--- src/rtl/hazard_scoreboard_if.sv ---
// ID-stage <-> hazard scoreboard bundle: source/destination description of the
// instruction in ID plus the bypass, stall and flag-forwarding answers.
interface hazard_scoreboard_if #(
  parameter int ADDR_W    = 5,
  parameter int NUM_READS = 2,
  parameter int DEPTH     = 3
);
  localparam int SEL_W = $clog2(DEPTH + 1);

  logic [NUM_READS*ADDR_W-1:0] rs_addr;
  logic [NUM_READS-1:0]        rs_valid;
  logic [ADDR_W-1:0]           rd_addr;
  logic                        rd_we;
  logic                        is_load;
  logic                        flag_wr;
  logic                        flag_rd;
  logic                        id_valid;
  logic                        flush;
  logic                        freeze;
  logic [NUM_READS*SEL_W-1:0]  fwd_sel;
  logic                        stall;
  logic                        flag_fwd;
  logic [31:0]                 stall_cnt;

  modport master (
    output rs_addr, rs_valid, rd_addr, rd_we, is_load, flag_wr, flag_rd,
           id_valid, flush, freeze,
    input  fwd_sel, stall, flag_fwd, stall_cnt
  );

  modport slave (
    input  rs_addr, rs_valid, rd_addr, rd_we, is_load, flag_wr, flag_rd,
           id_valid, flush, freeze,
    output fwd_sel, stall, flag_fwd, stall_cnt
  );
endinterface

--- src/rtl/hazard_scoreboard.sv ---
// Hazard/forwarding scoreboard: a DEPTH-entry record of instructions past ID
// that yields per-port bypass selects, load-use stall and flag bypass.
module hazard_scoreboard #(
  parameter int ADDR_W     = 5,
  parameter int NUM_READS  = 2,
  parameter int DEPTH      = 3,
  parameter int LOAD_STAGE = 2,
  parameter int ZERO_REG   = 31,
  parameter int RF_BYPASS  = 1
) (
  input logic                 clk,
  input logic                 rst_n,
  hazard_scoreboard_if.slave  bus
);
  localparam int SEL_W   = $clog2(DEPTH + 1);
  localparam int E_W     = ADDR_W + 4;
  localparam int FWD_MAX = (RF_BYPASS != 0) ? DEPTH - 1 : DEPTH;

  // Entry layout: {v, we, addr, ld, fw}
  logic [E_W-1:0]             ent_reg [1:DEPTH];
  logic [DEPTH:1]             ent_v;
  logic [DEPTH:1]             ent_we;
  logic [DEPTH:1]             ent_ld;
  logic [DEPTH:1]             ent_fw;
  logic [ADDR_W-1:0]          ent_addr [1:DEPTH];
  logic [DEPTH:1]             hazard;

  logic [NUM_READS*SEL_W-1:0] sel_next;
  logic [NUM_READS-1:0]       ld_hit;
  logic [ADDR_W-1:0]          rs_cur;
  int                         best;
  logic                       best_ld;
  logic                       stall_next;
  logic                       capture;
  logic [31:0]                cnt_reg;

  genvar gi;
  generate
    for (gi = 1; gi <= DEPTH; gi++) begin : g_entry
      assign ent_v[gi]    = ent_reg[gi][E_W-1];
      assign ent_we[gi]   = ent_reg[gi][E_W-2];
      assign ent_addr[gi] = ent_reg[gi][ADDR_W+1:2];
      assign ent_ld[gi]   = ent_reg[gi][1];
      assign ent_fw[gi]   = ent_reg[gi][0];
      assign hazard[gi]   = ent_v[gi] & ent_we[gi] &
                            (ent_addr[gi] != ADDR_W'(ZERO_REG));
    end
  endgenerate

  // Scan oldest-to-youngest so the youngest matching stage is left in best;
  // only that youngest producer decides whether a load-use stall is needed.
  always_comb begin
    sel_next = '0;
    ld_hit   = '0;
    rs_cur   = '0;
    best     = 0;
    best_ld  = 1'b0;
    for (int p = 0; p < NUM_READS; p++) begin
      rs_cur  = bus.rs_addr[p*ADDR_W +: ADDR_W];
      best    = 0;
      best_ld = 1'b0;
      if (bus.rs_valid[p] && (rs_cur != ADDR_W'(ZERO_REG))) begin
        for (int k = FWD_MAX; k >= 1; k--) begin
          if (hazard[k] && (ent_addr[k] == rs_cur)) begin
            best    = k;
            best_ld = ent_ld[k];
          end
        end
      end
      sel_next[p*SEL_W +: SEL_W] = SEL_W'(best);
      ld_hit[p] = best_ld && (best != 0) && (best < LOAD_STAGE);
    end
  end

  assign stall_next    = bus.id_valid & ~bus.flush & (|ld_hit);
  assign capture       = ~(stall_next | bus.flush);

  assign bus.fwd_sel   = sel_next;
  assign bus.stall     = stall_next;
  assign bus.flag_fwd  = bus.flag_rd & ent_v[1] & ent_fw[1];
  assign bus.stall_cnt = cnt_reg;

  always_ff @(posedge clk or negedge rst_n) begin
    if (!rst_n) begin
      for (int k = 1; k <= DEPTH; k++) begin
        ent_reg[k] <= '0;
      end
      cnt_reg <= '0;
    end else if (!bus.freeze) begin
      for (int k = DEPTH; k >= 2; k--) begin
        ent_reg[k] <= ent_reg[k-1];
      end
      // A stalled or flushed ID slot enters EX as an all-zero bubble.
      ent_reg[1] <= capture ? {bus.id_valid, bus.rd_we, bus.rd_addr, bus.is_load, bus.flag_wr}
                            : '0;
      if (stall_next && (cnt_reg != 32'hFFFF_FFFF)) begin
        cnt_reg <= cnt_reg + 32'd1;
      end
    end
  end
endmodule

--- src/flat_wrapper.sv ---
// flat-port wrapper written by rule: the top's interface ports become plain ports
module hazard_scoreboard_flat 
#(
  parameter int ADDR_W     = 5,
  parameter int NUM_READS  = 2,
  parameter int DEPTH      = 3,
  parameter int LOAD_STAGE = 2,
  parameter int ZERO_REG   = 31,
  parameter int RF_BYPASS  = 1
)
  (clk, rst_n, bus_rs_addr, bus_rs_valid, bus_rd_addr, bus_rd_we, bus_is_load, bus_flag_wr, bus_flag_rd, bus_id_valid, bus_flush, bus_freeze, bus_fwd_sel, bus_stall, bus_flag_fwd, bus_stall_cnt);
  hazard_scoreboard_if #(.ADDR_W(ADDR_W), .NUM_READS(NUM_READS), .DEPTH(DEPTH)) bus_i ();
  input logic clk;
  input logic rst_n;
  input wire logic [$bits(bus_i.rs_addr)-1:0] bus_rs_addr;
  input wire logic [$bits(bus_i.rs_valid)-1:0] bus_rs_valid;
  input wire logic [$bits(bus_i.rd_addr)-1:0] bus_rd_addr;
  input wire logic [$bits(bus_i.rd_we)-1:0] bus_rd_we;
  input wire logic [$bits(bus_i.is_load)-1:0] bus_is_load;
  input wire logic [$bits(bus_i.flag_wr)-1:0] bus_flag_wr;
  input wire logic [$bits(bus_i.flag_rd)-1:0] bus_flag_rd;
  input wire logic [$bits(bus_i.id_valid)-1:0] bus_id_valid;
  input wire logic [$bits(bus_i.flush)-1:0] bus_flush;
  input wire logic [$bits(bus_i.freeze)-1:0] bus_freeze;
  output wire logic [$bits(bus_i.fwd_sel)-1:0] bus_fwd_sel;
  output wire logic [$bits(bus_i.stall)-1:0] bus_stall;
  output wire logic [$bits(bus_i.flag_fwd)-1:0] bus_flag_fwd;
  output wire logic [$bits(bus_i.stall_cnt)-1:0] bus_stall_cnt;
  assign bus_i.rs_addr = bus_rs_addr;
  assign bus_i.rs_valid = bus_rs_valid;
  assign bus_i.rd_addr = bus_rd_addr;
  assign bus_i.rd_we = bus_rd_we;
  assign bus_i.is_load = bus_is_load;
  assign bus_i.flag_wr = bus_flag_wr;
  assign bus_i.flag_rd = bus_flag_rd;
  assign bus_i.id_valid = bus_id_valid;
  assign bus_i.flush = bus_flush;
  assign bus_i.freeze = bus_freeze;
  assign bus_fwd_sel = bus_i.fwd_sel;
  assign bus_stall = bus_i.stall;
  assign bus_flag_fwd = bus_i.flag_fwd;
  assign bus_stall_cnt = bus_i.stall_cnt;
  hazard_scoreboard #(.ADDR_W(ADDR_W), .NUM_READS(NUM_READS), .DEPTH(DEPTH), .LOAD_STAGE(LOAD_STAGE), .ZERO_REG(ZERO_REG), .RF_BYPASS(RF_BYPASS)) u_core (.clk(clk), .rst_n(rst_n), .bus(bus_i));
endmodule
--- config.mk ---
export PLATFORM = sky130hd
export DESIGN_NAME = hazard_scoreboard_flat
export DESIGN_NICKNAME = d
export VERILOG_FILES = /design/src/rtl/hazard_scoreboard_if.sv /design/src/rtl/hazard_scoreboard.sv /design/src/flat_wrapper.sv
export SDC_FILE = /design/constraint.sdc
export NUM_CORES = 1
export LEC_CHECK = 0
export ABC_CLOCK_PERIOD_IN_PS = 4320
export CORE_UTILIZATION = 53
export CTS_CLUSTER_DIAMETER = 60
export CTS_CLUSTER_SIZE = 30
export DETAILED_ROUTE_END_ITERATION = 12
export GPL_TIMING_DRIVEN = 0
export PLACE_DENSITY = 0.91
export SLEW_MARGIN = 5
export SYNTH_ARGS = -nofsm -noshare
export SYNTH_HDL_FRONTEND = slang
export SYNTH_SLANG_ARGS = --single-unit
--- constraint.sdc ---
create_clock -name clk -period 4.32 [get_ports clk]
set_clock_uncertainty 0.1 [all_clocks]
set_input_delay 0.864 -clock clk [delete_from_list [all_inputs] [get_ports clk]]
set_output_delay 0.864 -clock clk [all_outputs]
set_load 0.1 [all_outputs]
# After elaboration in Yosys (flattened, before gate mapping)
# Index checks and enable logic that the tools add are counted.
[word_totals] regBits=50 latchBits=0 mem_bits_rw=0 romBits=0 output_inout_bits=38 n_memories=0
[op_classes] addsub=1 multipliers=0 n_div=0 order_cmp=2 eq_ne=9 shifts=0 mux=13 bitwise_logic=11 n_reduce_logical=15
[ops] operator="nonzero test 32 bit" count=2
[ops] operator="adder 32 x 1 -> 32 bit, second input constant" count=1
[ops] operator="< comparator 32 x 3 -> 1 bit, second input constant" count=1
[ops] operator="two-way mux 32 bit" count=1
[ops] operator="inequality test 32 bit, second input constant" count=1
[ops] operator="== test 5 bit" count=4
[ops] operator="inequality test 5 bit, second input constant" count=4
[ops] operator="logical AND 1 bit" count=11
[ops] operator="two-way mux 2 bit" count=5
[ops] operator="two-way mux 9 bit" count=1
[ops] operator="AND 1 bit" count=8
[ops] operator="two-way mux 1 bit" count=6
[ops] operator="< comparator 2 bit, second input constant" count=1
[ops] operator="inverter 1 bit" count=2
[ops] operator="AND reduction 2 bit" count=1
[ops] operator="OR reduction 2 bit" count=1
[ops] operator="bitwise OR 1 bit" count=1

# Logic depth before layout (Yosys ltp)
# Gate-level depths: netlist (run 1).
[depth] depth_word=13 depth_mapped=8 depth_no_buf=7

# Worst setup path before layout (run 1)
# Ideal clock, no wire load.
[synth_timing] kind="input to output" start="input bus_rs_addr[9]" end="output bus_fwd_sel[3]" t_arrival_ps=4389 path_slack_ps=-1033 path_stages=4 path_buffers=0 cell_sequence="xor2_1 -> nor3_1 -> nand3_1 -> nor4b_1"
[synth_between] elab_chain_cells=5 word_cells_on_any_way=9
[synth_rtl] element="start, declared" line_no="flat_wrapper.sv:15" text="input wire logic [$bits(bus_i.rs_addr)-1:0] bus_rs_addr;"
[synth_rtl] element="== test 5 bit" line_no="hazard_scoreboard.sv:64" text="if (hazard[k] && (ent_addr[k] == rs_cur)) begin"
[synth_rtl] element="logical AND 1 bit" line_no="hazard_scoreboard.sv:64"
[synth_rtl] element="two-way mux 2 bit (2 in a row)" line_no="hazard_scoreboard.sv:64"
[synth_rtl] element="two-way mux 32 bit (*)" line_no="hazard_scoreboard.sv:62" text="if (bus.rs_valid[p] && (rs_cur != ADDR_W'(ZERO_REG))) begin"
[synth_rtl] element="end, declared" line_no="flat_wrapper.sv:25" text="output wire logic [$bits(bus_i.fwd_sel)-1:0] bus_fwd_sel;"
# Every way passes the cells marked *; elsewhere a longest branch is shown, timed or not.

# Worst setup path after layout (run 1)
[layout_timing] start="input bus_rs_addr[1]" end="output bus_fwd_sel[0]"
[layout_between] elab_chain_cells=4 word_cells_on_any_way=6
[layout_rtl] element="== test 5 bit" line_no="hazard_scoreboard.sv:64"
[layout_rtl] element="logical AND 1 bit" line_no="hazard_scoreboard.sv:64"
[layout_rtl] element="two-way mux 2 bit" line_no="hazard_scoreboard.sv:64"
[layout_rtl] element="two-way mux 2 bit (*)" line_no="hazard_scoreboard.sv:62"
# Marks and branches as above.

==> results by group, run 1 <==
STA
  – Share of the clock period used by the worst path: a little under 100%
  – Final critical-path required period: about 4.3 ns
  – Max-Slew Margin vs Limit: between 30 and 40%
  – Final Hold Slack: between 0.3 and 0.4 ns
  – Final count of pins violating max slew: 0
  – Total of endpoints with negative setup slack in the final report: 0
  – Unrepaired setup endpoints after global routing: no
  – Pin slew with the least headroom to its limit: between 0.9 and 1 ns
  – Maximum clock rate: 0.235 GHz
  – Fin. Hold Viols: 0

Power
  – IR Drop Worst-Case VDD: 0.000217 V
  – Portion of total power attributed to combinational logic: 11.0%
  – PwrDens: 251 nW/µm²
  – Clock power frac: 32.4%
  – Switching part of the total: roughly a quarter
  – Net switching component of the power: 208 µW
  – Total power of the final layout: between 800 and 900 µW
  – Internal power summed over all cells: ~640 µW
  – LEAKAGE: 1.45 nW
  – Sequential group share of total power: between 50 and 60%

Layout
  – Max reg flops: 32
  – Final Instance Count excl. Fillers: ~370
  – Layout Nets: approximately 350
  – Number of inserted filler cells in the final layout: around 300
  – Number of inserted diodes: 0
  – Share of final-layout standard cells stronger than drive strength 1: under 10%
  – Area delta synth->final: 31.9%

Logic synthesis
  – Cell area after synthesis: roughly 2600 µm²
  – Yosys warning count: 0
  – Count of mapped cells out of synthesis: around 250
  – Mean post-synth cell area: roughly 10 µm²
  – Most common flop cell mapped by yosys: dfrtp_1
  – Yosys top cell area share: between 40% and 50%
  – Number of enable-type register cells in the synthesized netlist: 0
  – Commonest cells in the synthesized netlist: dfrtp_1, xnor2_1, nand3_1
  – Seq/Total Area, Yosys: between 40% and 50%
  – Library cell occupying the most area in the post-synthesis netlist: dfrtp_1
  – Most frequent cell after synthesis: dfrtp_1
  – Cell types with the largest area share after synthesis: dfrtp_1, xnor2_1, nand3_1
  – Proportion of synthesized flip-flops having asynchronous set or reset: 100%
  – Mapped Nets: 274
  – Count of state elements after synthesis: 48
  – Synth cell types: 35

Clocking
  – Clk_lat worst skew: 0.30 ns
  – Number of levels the H-tree was split into: 2
  – Number of post-CTS setup repair buffers: 0
  – Clock tree from TritonCTS: yes
  – Clock slew at reported path FFs: 0.08 ns
  – Maximum clock insertion buffer count: 2
  – Total number of clock tree sinks: 48
  – Total of hold buffers inserted after clock tree synthesis: 0
  – Clock root buffer: clkbuf_8
  – Number of buffers created by CTS: 5

Worst setup path
  – Setup Crit Path Kind: input port to output pin
  – Data required time of the critical path: ~3.4 ns
  – Count of cells along the worst register-to-register path: 8
  – Nature of the critical path endpoint: output pin
  – Worst EP arrival: 3.30 ns
  – CP startpoint kind: input port
  – Highest net fanout along the worst path: 3

Drt
  – Number of vias in the routed layout: about 2200
  – ANT nets after route: 0
  – Remaining design rule violation count: 0
  – Ratio of routed vias to standard cells: between 5 and 6
  – Starting DRT DRC Count: about 150
  – Drt wl/cell: 16.4 µm
  – Wire length after detailed routing: around 6000 µm
  – Iteration count of the initial detailed-routing pass: 4

Placed design
  – Half-perimeter wire length after placement: roughly 4500 µm
  – Final weighted congestion in routability-driven placement: slightly above 0.8
  – Port Buffer Count: between 60 and 70
  – Number of placed instances with taps included: ~360

Global routing
  – First-pass GRT wire length: a little over 10000 µm
  – Gr usage total: between 20 and 30%
  – Initial antenna violation count: 0
  – Aggregate global routing overflow: 0
  – Number of global-route vias before repair: about 2200
  – Largest net degree at the start of global routing: 35

Floorplan
  – Width of the chip: about 72 µm
  – Row cnt: 24
  – CORE AREA: approximately 4500 µm²
  – Initial core utilization: a little under three fifths
  – Die outline height: ~72 µm
  – Die area: slightly above 5000 µm²
  – I/O pin total: between 60 and 70

Flow run
  – Reported max-cap violation count: 0

Worst hold path
  – HP Class: input port to async pin

Run status
  – Outcome: finished clean
## repair_timing
action / CTS / global route
gates cloned: 0 / 0
resized for setup: 3 / 5
pin swaps: 0 / 0
endpoints found under the setup margin: 1 / 4
## critical path, cell delays in order
cell             delay [ns]
clkdlybuf4s50_1        0.47
xor2_1                 0.17
nor4_2                 0.33
nand3_1                0.15
nor2_1                 0.16
clkdlybuf4s50_1        1.14
## path summary, 6_finish.rpt
check,startpoint,end,slack (ns)
max,bus_rs_addr[1],bus_fwd_sel[0],0.06
max in group asynchronous,rst_n,u_core.bus.stall_cnt[24],3.28
max reg2reg,u_core.bus.stall_cnt[0],u_core.bus.stall_cnt[18],1.67
min,rst_n,u_core.ent_reg[25],0.36
min in group clk,u_core.bus.stall_cnt[23],u_core.bus.stall_cnt[23],0.41
min reg2reg,u_core.bus.stall_cnt[23],u_core.bus.stall_cnt[23],0.41
## cell families after synthesis
family,synth area share (%)
AOI/OAI and AO/OA,4.24
xor gates and xnor gates,17.4
adders and majority gates,0.487
buffers and inverters,1.61
DFF,46.8
muxes,3.51
and+or+nand+nor,26.0
## area by class of cell
cell class,count,area (µm²),area share (%)
inverters,2,7.51,0.222
multi-input cells,190,1340,39.5
flip-flops and latches,48,1200,35.5
plain buffers,7,33.8,0.997
repair buffers,64,648,19.1
clock buffers,7,86.3,2.55
well taps,52,65.1,1.92
clock inverters,1,7.51,0.222
## through the flow
step	cell area (µm²)	setup WS (ns)	setup TNS [ns]	utilization, %
after floorplan	2580	0.349	0	-
after global placement	3280	-0.420	-0.420	72.7
after detailed placement	3290	-0.483	-0.483	73.1
after CTS	3390	0.0224	0	75.2
after global routing	3390	0.00847	0	75.2
final	3390	0.0556	0	75.2
## placed cells by master, fill, tap and decap left out, types with 3 or more instances in the layout
cell	count
clkdlybuf4s50_1	58
dfrtp_1	48
xnor2_1	36
nand3_1	33
nand2_1	20
xor2_1	15
and3_1	14
nor2_1	9
a22o_1	9
nor3_1	8
nand4_1	8
mux2_2	7
clkbuf_8	6
and2_1	5
buf_2	4
clkbuf_1	4
nor4_1	4
dlymetal6s2s_1	3
## power by group through the flow
stage | clock network (mW) | registers [mW] | logic (mW)
floorplan | 0 | 0.484 | 0.0483
global placement | 0 | 0.490 | 0.0892
detailed placement | 0 | 0.490 | 0.0945
CTS | 0.281 | 0.482 | 0.0947
global route | 0.301 | 0.484 | 0.103
finish | 0.276 | 0.482 | 0.0935
## per-layer routing
layer / track usage, % / part of all wire, %
met2: 42.7 / 49
met4: 8.71 / 1.9
met3: 4.50 / 5.9
met1: 34.5 / 43
met5: 0 / 0
Power figures use the tool's default switching activity.
==> run 2, diff against run 1 <==
CTS_CLUSTER_DIAMETER = 40   (was 60)
SKIP_CTS_REPAIR_TIMING = 1   (was default)
==> run 2 against run 1 <==
Effect of this change:
- fmax unchanged
- first-iteration DRC count decreased by 2.6%
- wire length decreased by 0.28%
- via count decreased by 0.14%
- critical path type unchanged
- largest cell class unchanged
- highest routed layer unchanged
==> results by group, run 2 (synthesis results as in run 1) <==
STA
  – Unrepaired setup endpoints after global routing: no (unchanged)
  – Pin slew with the least headroom to its limit: 0.983 ns (was 0.980 ns)
  – Fin. Hold Viols: 0 (unchanged)
  – Final total negative setup slack: 0 ns (unchanged)
  – Maximum clock rate: 0.235 GHz (unchanged)
  – Final critical-path required period: 4.26 ns (unchanged)
  – Final count of pins violating max slew: 0 (unchanged)
  – Max-Slew Margin vs Limit: 34.3% (was 34.1%)
  – Share of the clock period used by the worst path: 98.7% (unchanged)
  – Fin worst setup slack: 0.0556 ns (unchanged)
  – Total of endpoints with negative setup slack in the final report: 0 (unchanged)

Floorplan
  – Die area: 5130 µm² (unchanged)
  – Die outline height: 71.6 µm (unchanged)
  – Width of the chip: 71.6 µm (unchanged)
  – Initial core utilization: 57.0% (unchanged)
  – CORE AREA: 4500 µm² (unchanged)
  – I/O pin total: 64 (unchanged)
  – Row cnt: 24 (unchanged)

Global routing
  – Global routing met2 resource utilization: 42.7% (unchanged)
  – Largest net degree at the start of global routing: 35 (unchanged)
  – Met3 layer usage reported by global route: 4.50% (unchanged)
  – Met1 track demand over resource: 34.5% (unchanged)
  – Peak-usage layer in the global routing report: met2 (unchanged)
  – Aggregate global routing overflow: 0 (unchanged)
  – Gr usage total: 25.8% (unchanged)
  – Number of global-route vias before repair: 2240 (unchanged)
  – Initial antenna violation count: 0 (unchanged)
  – First-pass GRT wire length: 10300 µm (unchanged)

Layout
  – Number of inserted diodes: 0 (unchanged)
  – Commonest cells after routing, fill and taps aside: clkdlybuf4s50_1, dfrtp_1, xnor2_1, nand3_1, nand2_1 (unchanged)
  – Max reg flops: 32 (unchanged)
  – Most common cell after layout, fill and taps aside: clkdlybuf4s50_1 (unchanged)
  – Number of inserted filler cells in the final layout: 301 (unchanged)
  – Area delta synth->final: 31.9% (unchanged)
  – Layout Nets: 345 (unchanged)
  – Share of final-layout standard cells stronger than drive strength 1: 9.40% (unchanged)

Clocking
  – Number of levels the H-tree was split into: 2 (unchanged)
  – Maximum clock insertion buffer count: 2 (unchanged)
  – Number of buffers created by CTS: 5 (unchanged)
  – Clk_lat worst skew: 0.30 ns (about the same)
  – Clock tree from TritonCTS: yes (unchanged)
  – Clock root buffer: clkbuf_8 (unchanged)
  – Clock slew at reported path FFs: 0.08 ns (about the same)
  – Total number of clock tree sinks: 48 (unchanged)

Placed design
  – Dpl ws: -0.483 ns (unchanged)
  – Half-perimeter wire length after placement: 4520 µm (unchanged)
  – Final weighted congestion in routability-driven placement: 0.831 (unchanged)
  – Port Buffer Count: 63 (unchanged)

Power
  – PwrDens: 251 nW/µm² (about the same)
  – Internal power summed over all cells: 643 µW (about the same)
  – Clock power frac: 32.4% (about the same)
  – Portion of total power attributed to combinational logic: 11.0% (about the same)
  – IR Drop Worst-Case VDD: 0.000217 V (about the same)
  – LEAKAGE: 1.45 nW (about the same)
  – Total power of the final layout: 851 µW (about the same)
  – Sequential group share of total power: 56.6% (about the same)
  – Net switching component of the power: 208 µW (about the same)
  – Switching part of the total: 24.5% (about the same)

Worst hold path
  – HP Class: input port to async pin (unchanged)

Worst setup path
  – CP startpoint kind: input port (unchanged)
  – Setup Crit Path Kind: input port to output pin (unchanged)
  – Count of cells along the worst register-to-register path: 8 (unchanged)
  – Worst reg2reg setup slack: 1.69 ns (was 1.67 ns)
  – Highest net fanout along the worst path: 3 (unchanged)
  – Worst EP arrival: 3.30 ns (about the same)
  – Nature of the critical path endpoint: output pin (unchanged)
  – Data required time of the critical path: 3.36 ns (about the same)

Drt
  – Ratio of routed vias to standard cells: 5.94 (about the same)
  – ANT nets after route: 0 (unchanged)
  – Drt wl/cell: 16.4 µm (about the same)
  – Number of vias in the routed layout: 2202 (was 2205)
  – Starting DRT DRC Count: 149 (was 153)
  – Remaining design rule violation count: 0 (unchanged)
  – Iteration count of the initial detailed-routing pass: 4 (unchanged)
  – Wire length after detailed routing: 6070 µm (was 6080 µm)

Run status
  – Outcome: finished clean (unchanged)

Flow run
  – Reported max-cap violation count: 0 (unchanged)
## run 2: cell types whose count changed in the layout (fill, tap and decap cells not counted)
cell and change:
clkbuf_2 +1, buf_2 -1
## run 2: stage by stage
stage / instances / area, µm² / hold slack [ns] / utilization, %
2_1_floorplan: 247 / 2580 / 0.372 / -
5_1_grt: 371 / 3390 / 0.364 / 75.2
3_5_place_dp: 363 / 3290 / 0.392 / 73.1
6_report: 371 / 3390 / 0.358 / 75.2
4_1_cts: 371 / 3380 / 0.359 / 75.1
3_3_place_gp: 362 / 3280 / 0.382 / 72.7
## run 2: metal layers
layer	wire length, µm	vias up
met5	0	-
met4	114	0
met3	359	14
met2	2980	90
met1	2610	1075
li1	-	1023
## run 2: final timing paths
kind                                     startpoint                  endpoint
setup / recovery                     bus_rs_addr[1]            bus_fwd_sel[0]
hold / removal                                rst_n        u_core.ent_reg[25]
setup reg to reg            u_core.bus.stall_cnt[0]  u_core.bus.stall_cnt[18]
hold reg to reg            u_core.bus.stall_cnt[23]  u_core.bus.stall_cnt[23]
max in group asynchronous                     rst_n  u_core.bus.stall_cnt[24]
min in group clk           u_core.bus.stall_cnt[23]  u_core.bus.stall_cnt[23]
## run 2: area by class of cell
type / count / area (µm²) / share of cell area (%)
Tap cell: 52 / 65.1 / 1.92
Clock buffer: 7 / 86.3 / 2.55
Inverter: 2 / 7.51 / 0.222
Buffer: 7 / 33.8 / 0.997
Timing Repair Buffer: 64 / 648 / 19.1
Multi-Input combinational cell: 190 / 1340 / 39.5
Clock inverter: 1 / 7.51 / 0.222
Sequential cell: 48 / 1200 / 35.5
## run 2: critical path: stages
cell and delay, ns:
clkdlybuf4s50_1 0.47, xor2_1 0.17, nor4_2 0.33, nand3_1 0.15
nor2_1 0.16, clkdlybuf4s50_1 1.14
## run 2: power by group through the flow
stage / logic [mW] / clock network (mW) / registers, mW
global placement: 0.0892 / 0 / 0.490
global route: 0.103 / 0.301 / 0.484
CTS: 0.0947 / 0.281 / 0.482
detailed placement: 0.0945 / 0 / 0.490
floorplan: 0.0483 / 0 / 0.484
finish: 0.0935 / 0.276 / 0.482
